==> src/rtl/hazard_scoreboard.sv <==
// RAW hazard detector for a forwarding-less pipeline: remembers in-flight
// destination registers and stalls decode while a source register is still pending.
module hazard_scoreboard #(
    parameter int DEPTH     = 3,
    parameter int RF_BYPASS = 1,
    parameter int CNT_W     = 16
) (
    input  logic             clk,
    input  logic             rst,
    input  logic             id_valid,
    input  logic [2:0]       Rs,
    input  logic             Rs_valid,
    input  logic [2:0]       Rt,
    input  logic             Rt_valid,
    input  logic [2:0]       Rd,
    input  logic             Rd_valid,
    input  logic             id_reg_write,
    input  logic             flush,
    output logic             stall,
    output logic             bubble,
    output logic [7:0]       pending_mask,
    output logic [CNT_W-1:0] stall_cycles,
    output logic [CNT_W-1:0] stall_events
);

    // With the bypass on, the oldest entry writes the RF in time for this read.
    localparam int WIN = DEPTH - RF_BYPASS;

    logic [DEPTH-1:0]      v_q, v_d;
    logic [DEPTH-1:0][2:0] r_q, r_d;
    logic [CNT_W-1:0]      stall_cycles_q, stall_cycles_d;
    logic [CNT_W-1:0]      stall_events_q, stall_events_d;
    logic                  stall_q;

    logic match_rs, match_rt, hazard;
    logic ins_v, ins_keep;

    always_comb begin
        match_rs = 1'b0;
        match_rt = 1'b0;
        for (int i = 0; i < DEPTH; i++) begin
            if (i < WIN) begin
                if (v_q[i] && (r_q[i] == Rs)) match_rs = 1'b1;
                if (v_q[i] && (r_q[i] == Rt)) match_rt = 1'b1;
            end
        end
    end

    assign hazard = id_valid & ((Rs_valid & match_rs) | (Rt_valid & match_rt));
    assign stall  = hazard & ~flush;
    assign bubble = stall | flush;

    // A held or killed instruction enters the queue as an empty slot.
    assign ins_keep = id_valid & ~stall & ~flush;
    assign ins_v    = ins_keep & Rd_valid & id_reg_write;

    always_comb begin
        v_d    = '0;
        r_d    = '0;
        v_d[0] = ins_v;
        r_d[0] = ins_keep ? Rd : 3'd0;
        for (int i = 1; i < DEPTH; i++) begin
            v_d[i] = v_q[i-1];
            r_d[i] = r_q[i-1];
        end
    end

    always_comb begin
        pending_mask = '0;
        for (int i = 0; i < DEPTH; i++) begin
            if (v_q[i]) pending_mask[r_q[i]] = 1'b1;
        end
    end

    always_comb begin
        stall_cycles_d = stall_cycles_q;
        stall_events_d = stall_events_q;
        if (stall && (stall_cycles_q != '1))
            stall_cycles_d = stall_cycles_q + CNT_W'(1);
        if (stall && !stall_q && (stall_events_q != '1))
            stall_events_d = stall_events_q + CNT_W'(1);
    end

    always_ff @(posedge clk or negedge rst) begin
        if (!rst) begin
            v_q            <= '0;
            r_q            <= '0;
            stall_cycles_q <= '0;
            stall_events_q <= '0;
            stall_q        <= 1'b0;
        end else begin
            v_q            <= v_d;
            r_q            <= r_d;
            stall_cycles_q <= stall_cycles_d;
            stall_events_q <= stall_events_d;
            stall_q        <= stall;
        end
    end

    assign stall_cycles = stall_cycles_q;
    assign stall_events = stall_events_q;

endmodule

==> config.mk <==
export PLATFORM = sky130hd
export DESIGN_NAME = hazard_scoreboard
export DESIGN_NICKNAME = d
export VERILOG_FILES = /design/src/rtl/hazard_scoreboard.sv
export SDC_FILE = /design/constraint.sdc
export NUM_CORES = 1
export LEC_CHECK = 0
export CAP_MARGIN = 40
export CORE_MARGIN = 2
export CORE_UTILIZATION = 50
export DETAILED_ROUTE_END_ITERATION = 8
export PLACE_DENSITY = 0.86
export SYNTH_ARGS = -nofsm -noshare
export SYNTH_HDL_FRONTEND = slang
export SYNTH_SLANG_ARGS = --single-unit
==> constraint.sdc <==
create_clock -name clk -period 4.4 [get_ports clk]
set_clock_uncertainty 0.2 [all_clocks]
set_input_delay 0.44 -clock clk [delete_from_list [all_inputs] [get_ports clk]]
set_output_delay 0.44 -clock clk [all_outputs]
set_load 0.02 [all_outputs]
; ---- Yosys cells after proc, flatten, opt, wreduce, memory -nomap -nowiden
; Cells that the tools add are included.
[classes]
n_bitwise = 14
reduce_logical = 11
multipliers = 0
eq_ne = 6
div_mod_pow = 0
addsub = 2
shift = 0
mux = 14
order_cmp = 6
[op_table]
columns = op, n
row1 = adder 16 x 1 -> 16 bit (second input constant), 2
row2 = != test 16 bit (second input constant), 2
row3 = two-way mux 8 bit, 3
row4 = OR 8 bit, 2
row5 = equality test 3 bit, 4
row6 = less-than comparator 3 x 4 -> 1 bit (second input constant), 3
row7 = logical AND 1 bit, 10
row8 = demux 1 bit (select 3 bit), 3
row9 = greater-or-equal comparator 3 x 1 -> 1 bit (second input constant), 3
row10 = bitwise AND 1 bit, 8
row11 = two-way mux 1 bit, 7
row12 = two-way mux 3 bit, 1
row13 = NOT 1 bit, 2
row14 = OR 1 bit, 2
row15 = logical NOT 1 bit, 1
[totals]
ff_bits = 45
ramBits = 0
output_inout_bits = 42
elab_cells = 60
inputBits = 17
latch_bits = 0
mem_bits_ro = 0
mem_count = 0

; ---- Longest topological paths before layout
[logic_depth]
word_depth = 13
ltp_mapped = 8
depth_no_buf = 6

; ---- Worst setup path before layout
; Ideal clock, no wire load.
[synth_path]
kind = register -> register
from = reg stall_events_q[0] (netlist: stall_events[0])
to = reg stall_events_q[1] (netlist: stall_events[1])
stages_incl_launch_ff = 7
slack_ns = 2.379
setup_time_ns = 0.128
t_required_ns = 4.072
arrival_ns = 1.694
path_buffers = 0
path_cell_list = dfrtp_1 -> ha_1 -> nand3_2 -> nor2_2 -> a41o_4 -> nor2_1 -> mux2_1
[synth_between]
elab_chain_cells = 2
elab_cells_between_ends = 3
classes_between = add/sub: 1 / eq/ne: 1 / reduce/logical: 1
[synth_rtl]
columns = item, line_no
row1 = "start, declared", 32  ; logic [CNT_W-1:0] stall_events_q, stall_events_d;
row2 = "start signal, assigned", 95  ; stall_events_q <= stall_events_d;
row3 = "parallel branches: the longest is 2 deep, another holds adder 16 x 1 -> 16 bit", --
; Several ways; the timed one is not identified.
; A chain may end at the register's enable or synchronous reset.

; ---- Final worst setup path
[layout_path]
from = in id_valid
to = out stall
[layout_between]
elab_chain_cells = 2
[layout_rtl]
columns = item, line_no
row1 = "start, declared", 10  ; input logic id_valid,
row2 = bitwise AND 1 bit, 49  ; assign hazard = id_valid & ((Rs_valid & match_rs) | (Rt_valid & match_rt));
row3 = bitwise AND 1 bit, 50  ; assign stall = hazard & ~flush;
row4 = "end, declared", 19  ; output logic stall,
; No other way between the ends.

==> PnR_summary.wiki <==
{| class="wikitable"
! Metric !! Value
|-
| Final non-filler cell area || roughly 3200 um^2
|-
| WS Path Type || in -> out
|-
| Final period demand of the worst path || 3.09 ns
|-
| Endpoint of the most critical register-to-register path || stall_cycles[1]$_DFFE_PN0P_
|-
| CP required || ~3.8 ns
|-
| Min-delay worst type || reg -> reg
|-
| Chain of cells forming the critical path || clkdlybuf4s50_1, nor2b_1, nand2_1, a21oi_1, nor2_2, buf_4, inv_1, clkdlybuf4s50_1
|-
| Count of unique library cells instantiated by Yosys || 41
|-
| Total cell area at the placement stage || approximately 3000 um^2
|-
| Global-route usage over all layers || 21.5%
|-
| Worst Setup SP || id_valid
|-
| Synthesized area per cell || between 10 and 15 um^2
|-
| Total Nets Final || 305
|-
| Status || completed
|-
| Hold depth || 1
|-
| Number of levels the H-tree was split into || 2
|-
| Routed vias/inst || 5.53
|-
| FF+latch count, synth || 45
|-
| Slew margin rel. || between 60% and 70%
|-
| Slew at the pin with the worst max-slew slack || between 0.4 and 0.5 ns
|-
| RD Place Congestion || 0.904
|-
| CTS clk-pin slew, worst paths || 0.08 ns
|-
| Sink count of the clock tree || 45
|-
| Switching power share of the total || roughly 22%
|-
| Die Footprint || roughly 5500 um^2
|-
| Leading post-synthesis cells by cell area || sky130_fd_sc_hd__dfrtp_1 (46%), sky130_fd_sc_hd__xnor2_1 (7.9%), sky130_fd_sc_hd__xor2_1 (7.2%)
|-
| Number of violations of the max-capacitance limit || 0
|-
| Wire length of the first global-routing pass || 8.93 mm
|-
| Count of port buffers added during placement || 58
|-
| Worst setup SP type || primary input
|-
| Buffer type at the clock tree root || sky130_fd_sc_hd__clkbuf_8
|-
| Length in cells of the worst reg-to-reg path || 5
|-
| CTS tree || built
|-
| Remaining antenna violation count || 0
|-
| Starting utilization of the core area || between 50 and 60%
|-
| Final Hold Violating Endpoints || 0
|-
| Largest area contributor in the synthesized netlist || sky130_fd_sc_hd__dfrtp_1
|-
| Vias in the first global route || 1875
|-
| Die Ht || between 70 and 80 um
|-
| Boundary pin count || 59
|-
| Endpoint of the worst hold path || stall_events[5]$_DFFE_PN0P_
|-
| Number of buffers added by the clock tree synthesis step || 5
|-
| Warnings from Yosys || 0
|-
| VDD IR max || 0.210 mV
|-
| Setup slack of the worst register-to-register path || ~2.1 ns
|-
| Largest stage delay on the critical path || about 0.60 ns
|-
| EDFF count, synth || 0
|-
| Cells resized by post-CTS repair || 0
|-
| Hpwl dp || 3.95 mm
|-
| Most common cell after layout, fill and taps aside || sky130_fd_sc_hd__clkdlybuf4s50_1
|-
| Relative contribution of combinational cells to total power || 9.0%
|-
| Post-synthesis instance total || ~230
|-
| Proportion of power drawn by the clock network || ~38%
|-
| Post-Synthesis Net Count || 248
|-
| Leakage Power || 1.36 nW
|-
| Core area || between 4000 and 5000 um^2
|-
| WP data arrival || ~2.5 ns
|-
| Post-Route WL || 5.50 mm
|-
| Via count || 1957
|-
| Number of placement rows || 25
|-
| Setup TNS || 0 ns
|-
| Flop pwr share || 52.9%
|-
| Initial antenna violation count || 0
|-
| Clk Latency, worst-skew pair || ~0.3 ns
|-
| Most common cell type on the critical path || sky130_fd_sc_hd__clkdlybuf4s50_1
|-
| Final routed wire length divided by cell count || roughly 16 um
|-
| Drt pass-1 iters || 4
|-
| P per Cell Area || about 260 nW/um^2
|-
| CTS Buffer Depth || 2
|-
| Final Setup Violations || 0
|-
| Sum of buffers and inverters on the critical path || 4
|-
| Share of the clock period used by the worst path after layout || between 70% and 80%
|-
| Synthesis-to-finish area growth || 29.8%
|-
| Top cell family by delay on the critical path || buffers and inverters
|-
| Ratio of cells with drive above 1 in the final layout || a little over a tenth
|-
| Area share of the largest cell type after synthesis || 46.0%
|-
| Largest net degree at the start of global routing || 26
|-
| Pins over their slew limit || 0
|-
| Launching point of the worst reg2reg path || r_d[7]$_DFF_PN0_
|-
| Power dissipated by switching net loads || between 0.00015 and 0.0002 W
|-
| CP max stage cell || sky130_fd_sc_hd__clkdlybuf4s50_1
|-
| Horizontal extent of the die || 73.9 um
|-
| Portion of the post-synthesis area used by sequential elements || between 40 and 50%
|-
| DR DRC count || 0
|-
| Initial detailed-routing violation count || 63
|-
| Post-Route Hold Slack || approximately 0.29 ns
|-
| GR Overflow Total || 0
|-
| Mapped cell area || approximately 2400 um^2
|-
| Filler instances || roughly 370
|-
| Largest fanout on the critical path || 21
|-
| Internal power || 0.000647 W
|-
| Startpoint of the most critical hold path || stall_events[5]$_DFFE_PN0P_
|-
| Count of inserted antenna diode cells || 0
|-
| Top flip-flop cell by instance count after synthesis || sky130_fd_sc_hd__dfrtp_1
|-
| Setup repair after global routing missed its margin || false
|-
| Post-synthesis async set-or-reset flop share || 100%
|-
| Leading cell types in the layout, fill and taps excluded || sky130_fd_sc_hd__clkdlybuf4s50_1 (57), sky130_fd_sc_hd__dfrtp_1 (45), sky130_fd_sc_hd__nand2_1 (22), sky130_fd_sc_hd__xnor2_1 (22), sky130_fd_sc_hd__xor2_1 (20)
|-
| Fmax || 0.324 GHz
|-
| Critical path capture point type || primary output
|}
[metal layers]
metal / GRT usage (%) / wire (um) / up-vias
met5: 0 / 0 / -
met4: 7.27 / 87 / 0
met3: 4.74 / 268 / 10
met2: 35.6 / 2760 / 62
met1: 28.1 / 2380 / 969
li1: - / - / 916
[power by group through the flow]
stage / sequential (W) / clock, W / combinational (W)
after global routing: 0.000442 / 0.000345 / 0.0000822
final: 0.000441 / 0.000317 / 0.0000753
after global placement: 0.000448 / 0 / 0.0000708
after floorplan: 0.000446 / 0 / 0.0000315
after detailed placement: 0.000448 / 0 / 0.0000743
after CTS: 0.000440 / 0.000324 / 0.0000768
[how the worst max path moves through the flow]
stage                                        endpoint  slack [ns]  cells after the start
final                                           stall        1.31                      8
after CTS                                       stall        1.27                      8
after floorplan           stall_events[1]$_DFFE_PN0P_        2.38                      6
after global routing                            stall        1.16                      8
after detailed placement                        stall        1.28                      8
after global placement                          stall        1.30                      8
[through the flow]
step                      cells  util, %  power [W]  setup WS, ns
after global routing        354     67.2   0.000869          1.16
after CTS                   354     67.2   0.000841          1.27
after floorplan             229        -   0.000478          2.38
final                       354     67.2   0.000833          1.31
after detailed placement    345     64.5   0.000522          1.28
after global placement      344     64.1   0.000519          1.30
[state kept, by name, indices dropped and copies added (netlist names)]
signal	flops
r_q	3
stall_events	16
stall_cycles	16
stall_q	1
r_d	6
v_q	3
[cells in the mapped netlist (all sizes together) (3+ instances only)]
master  instances
nor2           11
nand4          10
nand2          22
xnor2          22
and2            3
xor2           20
inv             4
nor4            8
buf            10
nor3           10
nor2b           7
dfrtp          45
a32oi           3
and3            6
o211ai          4
nand3          19
[final cells by class]
| type | count | area [um^2] | share of cell area (%) |
|---|---|---|---|
| timing repair buffer | 61 | 613 | 19.3 |
| clock buffer | 7 | 86.3 | 2.72 |
| clock inverter | 1 | 30.0 | 0.946 |
| multi-input combinational | 169 | 1220 | 38.4 |
| inverter | 4 | 15.0 | 0.473 |
| tap | 67 | 83.8 | 2.64 |
| sequential | 45 | 1130 | 35.5 |
[what timing repair did]
action	4_1_cts	5_1_grt
buffers inserted	0	0
hold buffers	1	0
endpoints found under the hold margin	20	0
[logic make-up after synthesis]
kind of cell / Yosys count / share of synthesized area [%]
flops: 45 / 46.0
buf+inv: 15 / 4.19
xor+xnor: 42 / 15.0
compound gates: 20 / 6.80
mux: 2 / 0.921
simple gates: 103 / 26.0
fa+ha+maj: 2 / 1.02
[worst reg2reg max path, stage by stage, from the launching register on]
cell	delay, ns
sky130_fd_sc_hd__dfrtp_1	0.50
sky130_fd_sc_hd__xnor2_1	0.21
sky130_fd_sc_hd__nand4_1	0.15
sky130_fd_sc_hd__a21boi_1	0.31
sky130_fd_sc_hd__o221a_2	0.40
sky130_fd_sc_hd__mux2_2	0.37
Note: power is estimated with default switching activity, not from simulation.
==> RTL edit 1: new RTL, config.mk and constraints unchanged <==
Make the reset (`rst`) synchronous in one clocked block.
--- a/src/rtl/hazard_scoreboard.sv
+++ b/src/rtl/hazard_scoreboard.sv
@@ -82,5 +82,5 @@
     end
 
-    always_ff @(posedge clk or negedge rst) begin
+    always_ff @(posedge clk) begin
         if (!rst) begin
             v_q            <= '0;
Behaviour: differs if rst is asserted again (counterexample within 4 cycles, from zero or initial values and one cycle with rst low); with rst held inactive, the same outputs for 10 cycles.
==> RTL edit 1 against the original RTL <==
Design area shrank 0.39%; global-route usage increased by 0.91 points; sequential cell count did not move; total power down 9.4%; hold slack better by 0.00099 ns; area after synthesis grew 1.2%; wire length increased by 7.3%; fmax fell by 1.5%; die area rose by 1.2%; worst setup slack worse by 0.049 ns; critical path type unchanged; largest cell class unchanged; largest power group unchanged.
==> RTL edit 1: results (changes against the original RTL) <==
Worst R2R Setup Slack 1.78 ns (-0.36 ns); adder-cell share of the synthesized area 1.011% (-0.012 points); Vias per Instance 5.846 (+5.7%); maximum vdd drop 0.0001616 V (-23%); final worst path period share 71.27% (+1.1 points); M3 GR Usage 4.607% (-0.14 points); M1 wire length 2599 um (+9.1%); nets 361 (+18%); Area contributors post-synth dfxtp_1 36%, a21oi_1 4.0%, o31ai_1 3.9%, xnor2_1 3.5%, nand2_1 3.3%; crit path max fanout 10 (-52%); Synthesized Nets 307 (+24%); hold path cells 2 (+1); Post-Synth XOR/XNOR Area 5.558% (-9.5 points); crit path launch Rs[2]; RePlAce Congestion 0.9028 (about the same); pin count of the biggest net entering global routing 28 (+7.7%); FF-to-FF End stall_cycles[13]$_SDFFE_PN0P_; Pleak 1.000 nW (-26%); status complete, no violations; GRT Resource Usage Total 22.38% (+0.91 points); worst hold start stall_cycles[15]$_SDFFE_PN0P_; count of cell types in the netlist 56 (+37%); share of layout cells above drive strength 1 7.310% (-3.1 points); fill cell count 412 (+11%); 1st-iter DRT viols 80 (+27%); global-route wire length before repair 9818 um (+10%); Final HPWL DP 4194 um (+6.3%); placed instance area 3058 sq um (+0.33%); Worst EP arrival 2.50 ns (+0.05 ns); Synth Area in Compound Gates 18.90% (+12 points); Psw 0.1560 mW (-16%); DR WL met3 322 um (+20%); GR met2 Demand/Resource 37.86% (+2.2 points); Synth top cells by count 45 x dfxtp_1, 22 x nand2_1, 20 x a21oi_1; WL per Instance 14.42 um (-7.1%); worst slew pin tran 0.6080 ns (+0.1380 ns); Slowest Stage Delay on Critical Path 0.56 ns (-0.04 ns); mux cell area share after synthesis 0.8085% (-0.11 points); worst hold slack 0.2927 ns (+0.0009920 ns)
==> RTL edit 1: layout make-up <==
type | count | area [sq um] | area share (%)
Clock buffer | 5 | 68.82 | 2.176
Inverter | 9 | 33.78 | 1.068
Tap cell | 67 | 83.83 | 2.651
Clock inverter | 2 | 35.03 | 1.108
Multi-Input combinational cell | 219 | 1421 | 44.95
Sequential cell | 45 | 900.9 | 28.49
Timing Repair Buffer | 62 | 618.1 | 19.55
==> RTL edit 1: kinds of logic after synthesis <==
group                    count (synthesis)
buffers and inverters                   24
multiplexers                             2
AND/OR/NAND/NOR                        130
flip-flops                              45
XOR/XNOR                                14
AO/OA/AOI/OAI                           71
adder cells (fa/ha/maj)                  2
==> RTL edit 1: power by group through the flow <==
stage / registers, mW / clock network, mW / logic [mW]
after floorplan: 0.419 / 0 / 0.0254
after global placement: 0.423 / 0 / 0.0424
after detailed placement: 0.423 / 0 / 0.0434
after CTS: 0.413 / 0.304 / 0.0435
after global routing: 0.414 / 0.324 / 0.0469
final: 0.414 / 0.298 / 0.0431
==> RTL edit 2: new RTL, same flow settings <==
Without the edit above. The parameter `RF_BYPASS` goes from 1 to 0.
--- a/src/rtl/hazard_scoreboard.sv
+++ b/src/rtl/hazard_scoreboard.sv
@@ -3,5 +3,5 @@
 module hazard_scoreboard #(
     parameter int DEPTH     = 3,
-    parameter int RF_BYPASS = 1,
+    parameter int RF_BYPASS = 0,
     parameter int CNT_W     = 16
 ) (
Formal check against the unedited RTL: not equivalent (a bounded check fails within 4 cycles, from zero or initial values and one cycle with rst low).
==> RTL edit 2 against the original RTL <==
Design area increased by 5.2%; worst setup slack got worse by 0.20 ns; area after synthesis rose by 7.5%; total power is 4.1% higher; register-to-register slack worse by 0.54 ns; non-clock buffer count unchanged; synthesized cell count grew 6.1%; first-iteration DRC count grew to 2.5 times the old value; wire length rose by 2.5%; sequential cell count unchanged; cell count up 4.0%.
==> RTL edit 2: results (changes against the original RTL) <==
Slowest Stage Delay on Critical Path 0.56 ns (-0.04 ns); Hold Path Sink stall_events[8]$_DFFE_PN0P_; family with the most delay on the worst path buffers and inverters; Synth top cells by count 45 x dfrtp_1, 29 x xor2_1, 25 x nand3_1; RePlAce Congestion 0.8599 (-4.8%); Pleak 1.483 nW (+9.2%); # H-tree levels 2 (unchanged); Vias per Instance 5.440 (-1.6%); maximum vdd drop 0.0001846 V (-12%); share of layout cells above drive strength 1 13.76% (+3.3 points); Final HPWL DP 4056 um (+2.8%); Buffers on Ports 58 (unchanged); Synthesized Nets 262 (+5.6%); placed instance area 3209 sq um (+5.3%); number of buffers created by CTS 5 (unchanged); utilization after layout 65.80% (-1.4 points); dpl ws 1.128 ns (-0.1543 ns); status complete, no violations; nets 316 (+3.6%); pin count of the biggest net entering global routing 25 (-3.8%); Worst R2R Setup Slack 1.60 ns (-0.54 ns); crit path max fanout 16 (-24%); reg-to-reg startpoint stall_cycles[0]$_DFFE_PN0P_; Area contributors post-synth dfrtp_1 43%, xor2_1 9.7%, xnor2_1 6.0%, nor3_2 5.3%, nand3_1 4.8%; PostCTS Resize Cnt 0 (unchanged); Worst EP arrival 2.65 ns (+0.20 ns); global-route wire length before repair 9446 um (+5.8%); fill cell count 430 (+16%); sequential element share of the synthesized area 42.84% (-3.2 points); 1st-iter DRT viols 160 (+150%); vias in the first global route 1984 (+5.8%); Routed WL 5636 um (+2.5%); worst hold slack 0.2872 ns (-0.004453 ns); worst slew pin tran 0.7772 ns (+0.3072 ns); HP Class register to register; count of cell types in the netlist 36 (-12%); GRT Resource Usage Total 19.98% (-1.5 points); worst-skew pair later-pin latency 0.30 ns (about the same); hold path cells 1 (unchanged); worst hold start stall_events[8]$_DFFE_PN0P_; Register-to-Register Path Depth 7 (+2)
RTL edit 2: how the worst max path moves through the flow:
stage / startpoint / slack, ns / endpoint
CTS: Rs[2] / 1.11 / stall
floorplan: stall_cycles[0]$_DFFE_PN0P_ / 2.22 / stall_cycles[2]$_DFFE_PN0P_
finish: Rs[2] / 1.11 / stall
detailed placement: Rs[2] / 1.13 / stall
global route: Rs[2] / 1.02 / stall
global placement: Rt[0] / 1.19 / stall
RTL edit 2: area by class of cell:
type	instances	area share [%]
clock buffers	6	2.473
clock inverters	2	1.124
inverters	4	0.4496
multi-input cells	180	40.91
flip-flops and latches	45	33.72
well taps	70	2.623
repair buffers	61	18.70
RTL edit 2: kinds of logic (layout without fill, tap and decap cells):
kind of cell	after synthesis	in the layout	share of synthesized area (%)
compound gates	8	8	4.189
xor+xnor	47	47	15.66
fa+ha+maj	2	2	0.9518
buf+inv	18	73	5.188
flops	45	45	42.84
mux	3	3	1.285
simple gates	120	120	29.89
RTL edit 2: report_power, final:
part | total, mW | switching (mW) | internal (mW)
Clock | 0.325 | 0.141 | 0.185
Combinational | 0.0955 | 0.0448 | 0.0507
Sequential | 0.446 | 0.0210 | 0.425
RTL edit 2: per-stage QoR:
step / cells / total power, mW
5_1_grt: 368 / 0.9040
4_1_cts: 368 / 0.8758
3_3_place_gp: 357 / 0.5447
3_5_place_dp: 359 / 0.5503
2_1_floorplan: 243 / 0.4991
6_report: 368 / 0.8671
RTL edit 2: repair_timing:
item,4_1_cts,5_1_grt
buffers inserted,0,0
endpoints found under the hold margin,21,0
hold buffers,1,0
RTL edit 2: per-layer routing:
metal	share of wire [%]	up-vias	global-route usage, %
met5	0	-	0
met4	0.98	0	4.909
met3	4.4	9	4.384
met2	49	51	33.19
met1	45	989	26.67
li1	-	953	-
